File: config.mk
export PLATFORM = sky130hd
export DESIGN_NAME = axis_dac_pacer
export DESIGN_NICKNAME = d
export VERILOG_FILES = /design/src/rtl/axis_dac_pacer.sv
export SDC_FILE = /design/constraint.sdc
export NUM_CORES = 1
export LEC_CHECK = 0
export BUFFER_PORTS_ARGS = -buffer_cell sky130_fd_sc_hd__buf_2
export CELL_PAD_IN_SITES_DETAIL_PLACEMENT = 1
export CELL_PAD_IN_SITES_GLOBAL_PLACEMENT = 2
export CORE_UTILIZATION = 41
export DETAILED_ROUTE_END_ITERATION = 16
export PLACE_DENSITY = 0.83
export SETUP_SLACK_MARGIN = 0.5
export SLEW_MARGIN = 5
export SYNTH_ARGS = -nofsm -noshare
export SYNTH_HDL_FRONTEND = slang
export SYNTH_SLANG_ARGS = --single-unit
File: constraint.sdc
create_clock -name clk -period 4.9 [get_ports clk]
set_input_delay 0.49 -clock clk [delete_from_list [all_inputs] [get_ports clk]]
set_output_delay 0.49 -clock clk [all_outputs]
set_load 0.005 [all_outputs]
File: src/rtl/axis_dac_pacer.sv
// Sample pacer for the MAX5316 DAC path: buffers AXI-Stream DAC codes in a small
// FIFO and releases one per RATE_DIV clocks, holding the last code on underrun.
module axis_dac_pacer #(
    parameter int DATA_W      = 16,
    parameter int DEPTH_LOG2  = 4,
    parameter int RATE_DIV    = 1000,
    parameter int PRIME_LEVEL = 2
) (
    input  logic                  clk,
    input  logic                  rst,
    input  logic                  enable,
    input  logic [DATA_W-1:0]     s_tdata,
    input  logic                  s_tvalid,
    output logic                  s_tready,
    output logic [DATA_W-1:0]     m_tdata,
    output logic                  m_tvalid,
    input  logic                  m_tready,
    output logic [DEPTH_LOG2:0]   fill_level,
    output logic [15:0]           underrun_cnt,
    output logic [15:0]           late_cnt,
    output logic                  running
);

    localparam int FW    = DEPTH_LOG2 + 1;
    localparam int DEPTH = 1 << DEPTH_LOG2;
    localparam logic [FW-1:0] DEPTH_L  = FW'(DEPTH);
    localparam logic [FW-1:0] PRIME_L  = FW'(PRIME_LEVEL);
    localparam logic [15:0]   RELOAD_L = 16'(RATE_DIV - 1);

    typedef enum logic [1:0] {
        ST_IDLE  = 2'd0,
        ST_PRIME = 2'd1,
        ST_RUN   = 2'd2
    } state_t;

    state_t                 state_r;
    logic [15:0]            pace_cnt_r;
    logic                   running_r;
    logic [DATA_W-1:0]      mem_r [DEPTH];
    logic [DEPTH_LOG2-1:0]  wr_ptr_r;
    logic [DEPTH_LOG2-1:0]  rd_ptr_r;
    logic [FW-1:0]          fill_r;
    logic                   s_ready_r;
    logic [DATA_W-1:0]      m_data_r;
    logic                   m_valid_r;
    logic [15:0]            underrun_r;
    logic [15:0]            late_r;

    logic                   tick_s;
    logic                   push_s;
    logic                   pop_s;
    logic                   under_s;
    logic                   late_s;
    logic [FW-1:0]          fill_next_s;

    function automatic logic [15:0] sat_inc(input logic [15:0] v);
        if (v == 16'hFFFF) begin
            return v;
        end else begin
            return v + 16'd1;
        end
    endfunction

    // Tick qualification and FIFO occupancy update
    always_comb begin
        tick_s      = 1'b0;
        push_s      = 1'b0;
        pop_s       = 1'b0;
        under_s     = 1'b0;
        late_s      = 1'b0;
        fill_next_s = fill_r;
        tick_s  = (state_r == ST_RUN) && (pace_cnt_r == 16'd0);
        push_s  = s_tvalid && s_ready_r;
        // A pending unaccepted sample blocks the pop; an empty FIFO re-sends the last code
        pop_s   = tick_s && !m_valid_r && (fill_r != {FW{1'b0}});
        under_s = tick_s && !m_valid_r && (fill_r == {FW{1'b0}});
        late_s  = tick_s && m_valid_r;
        case ({push_s, pop_s})
            2'b10:   fill_next_s = fill_r + FW'(1);
            2'b01:   fill_next_s = fill_r - FW'(1);
            default: fill_next_s = fill_r;
        endcase
    end

    // Run-control FSM and pacing down-counter
    always_ff @(posedge clk) begin
        if (rst) begin
            state_r    <= ST_IDLE;
            running_r  <= 1'b0;
            pace_cnt_r <= 16'd0;
        end else begin
            case (state_r)
                ST_IDLE: begin
                    running_r <= 1'b0;
                    if (enable) begin
                        state_r <= ST_PRIME;
                    end
                end
                ST_PRIME: begin
                    if (!enable) begin
                        state_r <= ST_IDLE;
                    end else if (fill_r >= PRIME_L) begin
                        state_r    <= ST_RUN;
                        running_r  <= 1'b1;
                        pace_cnt_r <= 16'd0;
                    end
                end
                ST_RUN: begin
                    if (!enable) begin
                        state_r   <= ST_IDLE;
                        running_r <= 1'b0;
                    end
                    if (pace_cnt_r == 16'd0) begin
                        pace_cnt_r <= RELOAD_L;
                    end else begin
                        pace_cnt_r <= pace_cnt_r - 16'd1;
                    end
                end
                default: begin
                    state_r   <= ST_IDLE;
                    running_r <= 1'b0;
                end
            endcase
        end
    end

    // FIFO storage; contents are discarded logically by resetting the pointers
    always_ff @(posedge clk) begin
        if (push_s) begin
            mem_r[wr_ptr_r] <= s_tdata;
        end
    end

    // FIFO pointers, output register and event counters
    always_ff @(posedge clk) begin
        if (rst) begin
            wr_ptr_r   <= {DEPTH_LOG2{1'b0}};
            rd_ptr_r   <= {DEPTH_LOG2{1'b0}};
            fill_r     <= {FW{1'b0}};
            s_ready_r  <= 1'b1;
            m_data_r   <= {DATA_W{1'b0}};
            m_valid_r  <= 1'b0;
            underrun_r <= 16'd0;
            late_r     <= 16'd0;
        end else begin
            fill_r    <= fill_next_s;
            s_ready_r <= (fill_next_s != DEPTH_L);
            if (push_s) begin
                wr_ptr_r <= wr_ptr_r + {{(DEPTH_LOG2-1){1'b0}}, 1'b1};
            end
            if (pop_s) begin
                rd_ptr_r <= rd_ptr_r + {{(DEPTH_LOG2-1){1'b0}}, 1'b1};
                m_data_r <= mem_r[rd_ptr_r];
            end
            if (pop_s || under_s) begin
                m_valid_r <= 1'b1;
            end else if (m_valid_r && m_tready) begin
                m_valid_r <= 1'b0;
            end
            if (under_s) begin
                underrun_r <= sat_inc(underrun_r);
            end
            if (late_s) begin
                late_r <= sat_inc(late_r);
            end
        end
    end

    assign s_tready     = s_ready_r;
    assign m_tdata      = m_data_r;
    assign m_tvalid     = m_valid_r;
    assign fill_level   = fill_r;
    assign underrun_cnt = underrun_r;
    assign late_cnt     = late_r;
    assign running      = running_r;

endmodule

# Yosys cells after proc, flatten, opt, wreduce, memory -nomap -nowiden
# Memory sizes are Yosys's and may differ from the RTL's. A register that Yosys moved wholly into a read port is not among the register bits.
# Cells that the tools add are included.
# classes
bitwise,2
add_sub_neg,7
n_mux,18
n_reduce_logical,20
eq_ne,12
magnitude_cmp,1
# op_table
op,count
$mux W16,3
$add A16 B1 Y16 const B,2
$eq A16 B16 Y1 const B,2
$pmux W16 S2,1
$logic_not A16 Y1,1
$sub A16 B1 Y16 const B,1
$pmux W5 S2,1
$reduce_and A3 Y1,3
$add A4 B1 Y4 const B,2
$mux W2,4
$ne A2 B2 Y1 const B,4
$logic_and A1 B1 Y1,7
$mux W1,7
$pmux W2 S3,1
$add A5 B1 Y5 const B,1
$ge A5 B2 Y1 const B,1
$logic_not A5 Y1,1
$ne A5 B5 Y1 const B,1
$reduce_bool A5 Y1,1
$sub A5 B1 Y5 const B,1
$eq A2 B1 Y1 const B,2
$eq A2 B2 Y1 const B,2
$reduce_and A2 Y1,2
$reduce_bool A2 Y1,2
other kinds (6),7
# totals
memories,1
out_inout_bits,56
mem_bits_rw,256
reg_bits,66
# memory_table
name,words,word_bits,rd,rd_clocked_by_memory_dff,wr,line,source
mem_r,16,16,1,1,1,39,logic [DATA_W-1:0] mem_r [DEPTH];

# Longest topological paths before layout
# logic_depth
depth_word,7
depth_mapped,14
ltp_nobuf,13

# Least setup slack after synthesis
# No wires, ideal clock.
# synth_timing
kind,reg2reg
startpoint,register pace_cnt_r[2]
endpoint,"register s_ready_r, in the netlist s_tready"
setup_time_ns,0.132
stages_incl_launch_ff,13
arrival_time_ns,2.950
t_required_ns,4.768
period_less_slack_ns,3.082
setup_slack_ns,1.818
n_path_buf,2
cell_sequence,dfxtp_1 or3_1 or4_4 nor3_2 o21ai_2 inv_1 buf_2 ha_1 clkbuf_1 or2_2 o22ai_1 xnor2_1 nand4_1
# synth_between
elab_chain_cells,7
# synth_rtl
item,line,source
start: declaration,37,logic [15:0] pace_cnt_r;
start signal: assignment,116,pace_cnt_r <= pace_cnt_r - 16'd1;
$logic_not A16 Y1 *,72,tick_s = (state_r == ST_RUN) && (pace_cnt_r == 16'd0);
$logic_and A1 B1 Y1 *,72,
$logic_and A1 B1 Y1 * (2 in series),75,pop_s = tick_s && !m_valid_r && (fill_r != {FW{1'b0}});
$eq A2 B1 Y1 or $eq A2 B2 Y1 (tied branches),78,"case ({push_s, pop_s})"
$pmux W5 S2 *,78,
$ne A5 B5 Y1 *,147,s_ready_r <= (fill_next_s != DEPTH_L);
end signal: assignment,147,
end: declaration,43,logic s_ready_r;
# Every way passes the cells marked *; elsewhere a longest branch is shown, timed or not.
# A chain may end at the register's enable or synchronous reset.

# Worst setup path in the final report
# Ends and elaborated chain as after synthesis.

==> impl_metrics.env <==
export IMPL_status="complete, no violations"
export IMPL_grt_pass1_vias=8023
export IMPL_startpoint="pace_cnt_r[2]$_SDFFE_PP0P_"
export IMPL_track_usage_pct=19.0
export IMPL_start_kind="register"
export IMPL_gp_congestion=0.746
export IMPL_syn_nets=889
export IMPL_drtIter0Drc=465
export IMPL_total_power_mw=5.86
export IMPL_rsz0062_at_grt="false"
export IMPL_r2r_end="s_tready$_SDFF_PP1_"
export IMPL_dieArea_mm2=0.0337
export IMPL_stdcell_count=1428
export IMPL_clock_sinks=338
export IMPL_vias=7673
export IMPL_crit_family="simple AND/OR/NAND/NOR gates"
export IMPL_drv_cap=0
export IMPL_cts_repair_resized=0
export IMPL_dp_hpwl_um=19500
export IMPL_firstDrtPassIters=4
export IMPL_worstSkewPairLatency_ns=0.53
export IMPL_cts_buffer_depth=3
export IMPL_slew_violations=0
export IMPL_cts_root_buf="clkbuf_16"
export IMPL_start_util_pct=41.7
export IMPL_ys_types=46
export IMPL_num_rows=66
export IMPL_synth_seq_cells=338
export IMPL_crit_arrival_ns=3.98
export IMPL_dominantRegCellSynth="edfxtp_1"
export IMPL_fp_dieH_um=184
export IMPL_yosysTopAreaCell="edfxtp_1"
export IMPL_grt_pass1_wl_um=47700
export IMPL_fin_crit_sh_pct=73.1
export IMPL_final_hold_viol_count=0
export IMPL_setup_tns_final_ns=0
export IMPL_ys_warn_count=0
export IMPL_crit_path_end_kind="register"
export IMPL_grt_start_max_net_pins=46
export IMPL_ff2ff_path_depth=11
export IMPL_min_period_ns=3.58
export IMPL_peakVddDrop_mv=0.291
export IMPL_reg2reg_from="pace_cnt_r[2]$_SDFFE_PP0P_"
export IMPL_cp_buffers_inverters=2
export IMPL_synth_edf_count=256
export IMPL_postCtsSetupBuffers=0
export IMPL_port_buffers=76
export IMPL_path_cells="or3_1 -> or4_4 -> nor3_2 -> o21ai_2 -> inv_1 -> buf_4 -> ha_1 -> or2_2 -> o22ai_1 -> xnor2_1 -> nand4_1"
export IMPL_cts_max_level=2
export IMPL_cts_tree="built"
export IMPL_path_max_fanout=21
export IMPL_p_per_area_mw_per_mm2=374
export IMPL_critPathRequiredTime_ns=5.29
export IMPL_core_mm2=0.0325
export IMPL_yosysSeqAreaShare_pct=69.0
export IMPL_gr_total_overflow=0
export IMPL_setup_viol=0
export IMPL_slowest_stage="or4_4"
export IMPL_syn2layout_area_growth_pct=15.8
export IMPL_min_from="m_tready"
export IMPL_synth_top_area_share_pct=56.9
export IMPL_placedCellCount=1359
export IMPL_p_leak_nw=5.18
export IMPL_hold_class="primary input to register"
export IMPL_layout_nets=988
export IMPL_crit_path_end="s_tready$_SDFF_PP1_"
export IMPL_slew_headroom_pct=23.7
export IMPL_cp_slowest_stage_delay_ns=0.58
export IMPL_post_drt_wl_per_cell_um=21.8
export IMPL_synth_most_common_cell="edfxtp_1"
export IMPL_numCtsBuffers=37
export IMPL_worst_pin_slew_ns=1.15
export IMPL_skew_ns=0.0132
export IMPL_reg2reg_setup_slack_ns=1.32
export IMPL_io_pin_count=77
export IMPL_clkTransAtPathRegs_ns=0.06
export IMPL_cts_hold_buf=0
export IMPL_die_width_um=184
export IMPL_drive_gt1_share_pct=26.4
export IMPL_timing_fmax_ghz=0.279
export IMPL_worstSetupPathType="register to register"
export IMPL_drtAntennaViolNets=0
export IMPL_synth_area_mm2=0.0135
export IMPL_async_reset_ff_share_pct=0
export IMPL_synth_area_per_cell_um2=15.8
export IMPL_vias_per_cell=5.37
export IMPL_synthCells=857
export IMPL_routed_wl_um=31200
export IMPL_synthTopCellsByArea="edfxtp_1 (57%), mux4_2 (13%), dfxtp_1 (12%)"
export IMPL_path_depth=11
export IMPL_antenna_found_initial=2
export IMPL_synth_common_cells="edfxtp_1 (256), nor2_1 (85), dfxtp_1 (82)"
export IMPL_drc=0
cells in the final DEF, fill, tap and decap left out, drive strengths merged, types with 4 or more instances in the layout:
cell type / count
clkbuf: 47
buf: 103
or4: 4
and2: 5
o21ai: 17
nor3: 23
xnor2: 24
edfxtp: 256
inv: 15
nand2: 69
ha: 11
nor2: 85
a21oi: 41
nand4: 13
nand3: 15
clkinv: 18
dfxtp: 82
nor4: 10
mux2i: 6
xor2: 20
mux4: 80
nand2b: 7
report_power, final:
part           switching (mW)  internal [mW]
Combinational           0.122         0.0622
Sequential             0.0179           3.11
Clock                    1.11           1.43
Total                    1.25           4.61
per-stage QoR:
stage	hold WS (ns)	setup WS (ns)	util [%]	area (um2)
after floorplan	0.430	1.82	-	13500
after global placement	0.440	1.39	44.8	14500
after detailed placement	0.447	1.31	44.8	14500
after CTS	0.263	1.31	48.2	15700
after global routing	0.294	1.11	48.2	15700
final	0.289	1.32	48.2	15700
logic make-up after synthesis:
logic type | Yosys count | share of synthesized area, %
simple gates | 251 | 8.82
compound gates | 71 | 2.90
mux | 86 | 13.8
flops | 338 | 69.0
buf+inv | 56 | 1.64
xor+xnor | 44 | 2.85
fa+ha+maj | 11 | 1.02
worst min-delay path by stage:
| stage | endpoint | slack, ns | cells past startpoint |
|---|---|---|---|
| 3_5_place_dp | m_tdata[15]$_SDFFE_PP0P_ | 0.45 | 2 |
| 2_1_floorplan | state_r[0]$_SDFFE_PP0P_ | 0.43 | 1 |
| 4_1_cts | state_r[1]$_SDFFE_PP0P_ | 0.26 | 3 |
| 3_3_place_gp | m_tdata[1]$_SDFFE_PP0P_ | 0.44 | 2 |
| 5_1_grt | state_r[1]$_SDFFE_PP0P_ | 0.29 | 3 |
| 6_report | m_tvalid$_SDFFE_PP0P_ | 0.29 | 4 |
final cells by class:
cell class	instances	area, um2
well taps	442	553
flip-flops and latches	338	9330
inverters	13	48.8
repair buffers	103	583
multi-input cells	463	4030
fillers	3184	16800
clock inverters	20	120
clock buffers	47	985
diodes	2	5.00
worst min-delay path, stage by stage:
cell     delay (ns)
buf_2          0.10
inv_1          0.05
a21oi_1        0.06
nor2_1         0.07
registers in the layout (all words and copies together), names as in the netlist:
| register | count |
|---|---|
| fill_level | 5 |
| late_cnt | 16 |
| m_tdata | 16 |
| m_tvalid | 1 |
| mem_r | 256 |
| pace_cnt_r | 16 |
| rd_ptr_r | 4 |
| running | 1 |
| s_tready | 1 |
| state_r | 2 |
| underrun_cnt | 16 |
| wr_ptr_r | 4 |
per-layer routing:
metal	vias to the layer above	GRT usage (%)	routed length, um
li1	3474	-	-
met3	52	3.59	1710
met4	0	6.13	765
met5	-	0	0
met2	208	31.7	15400
met1	3939	25.2	13300
No activity file was read; power rests on OpenSTA's default activity.
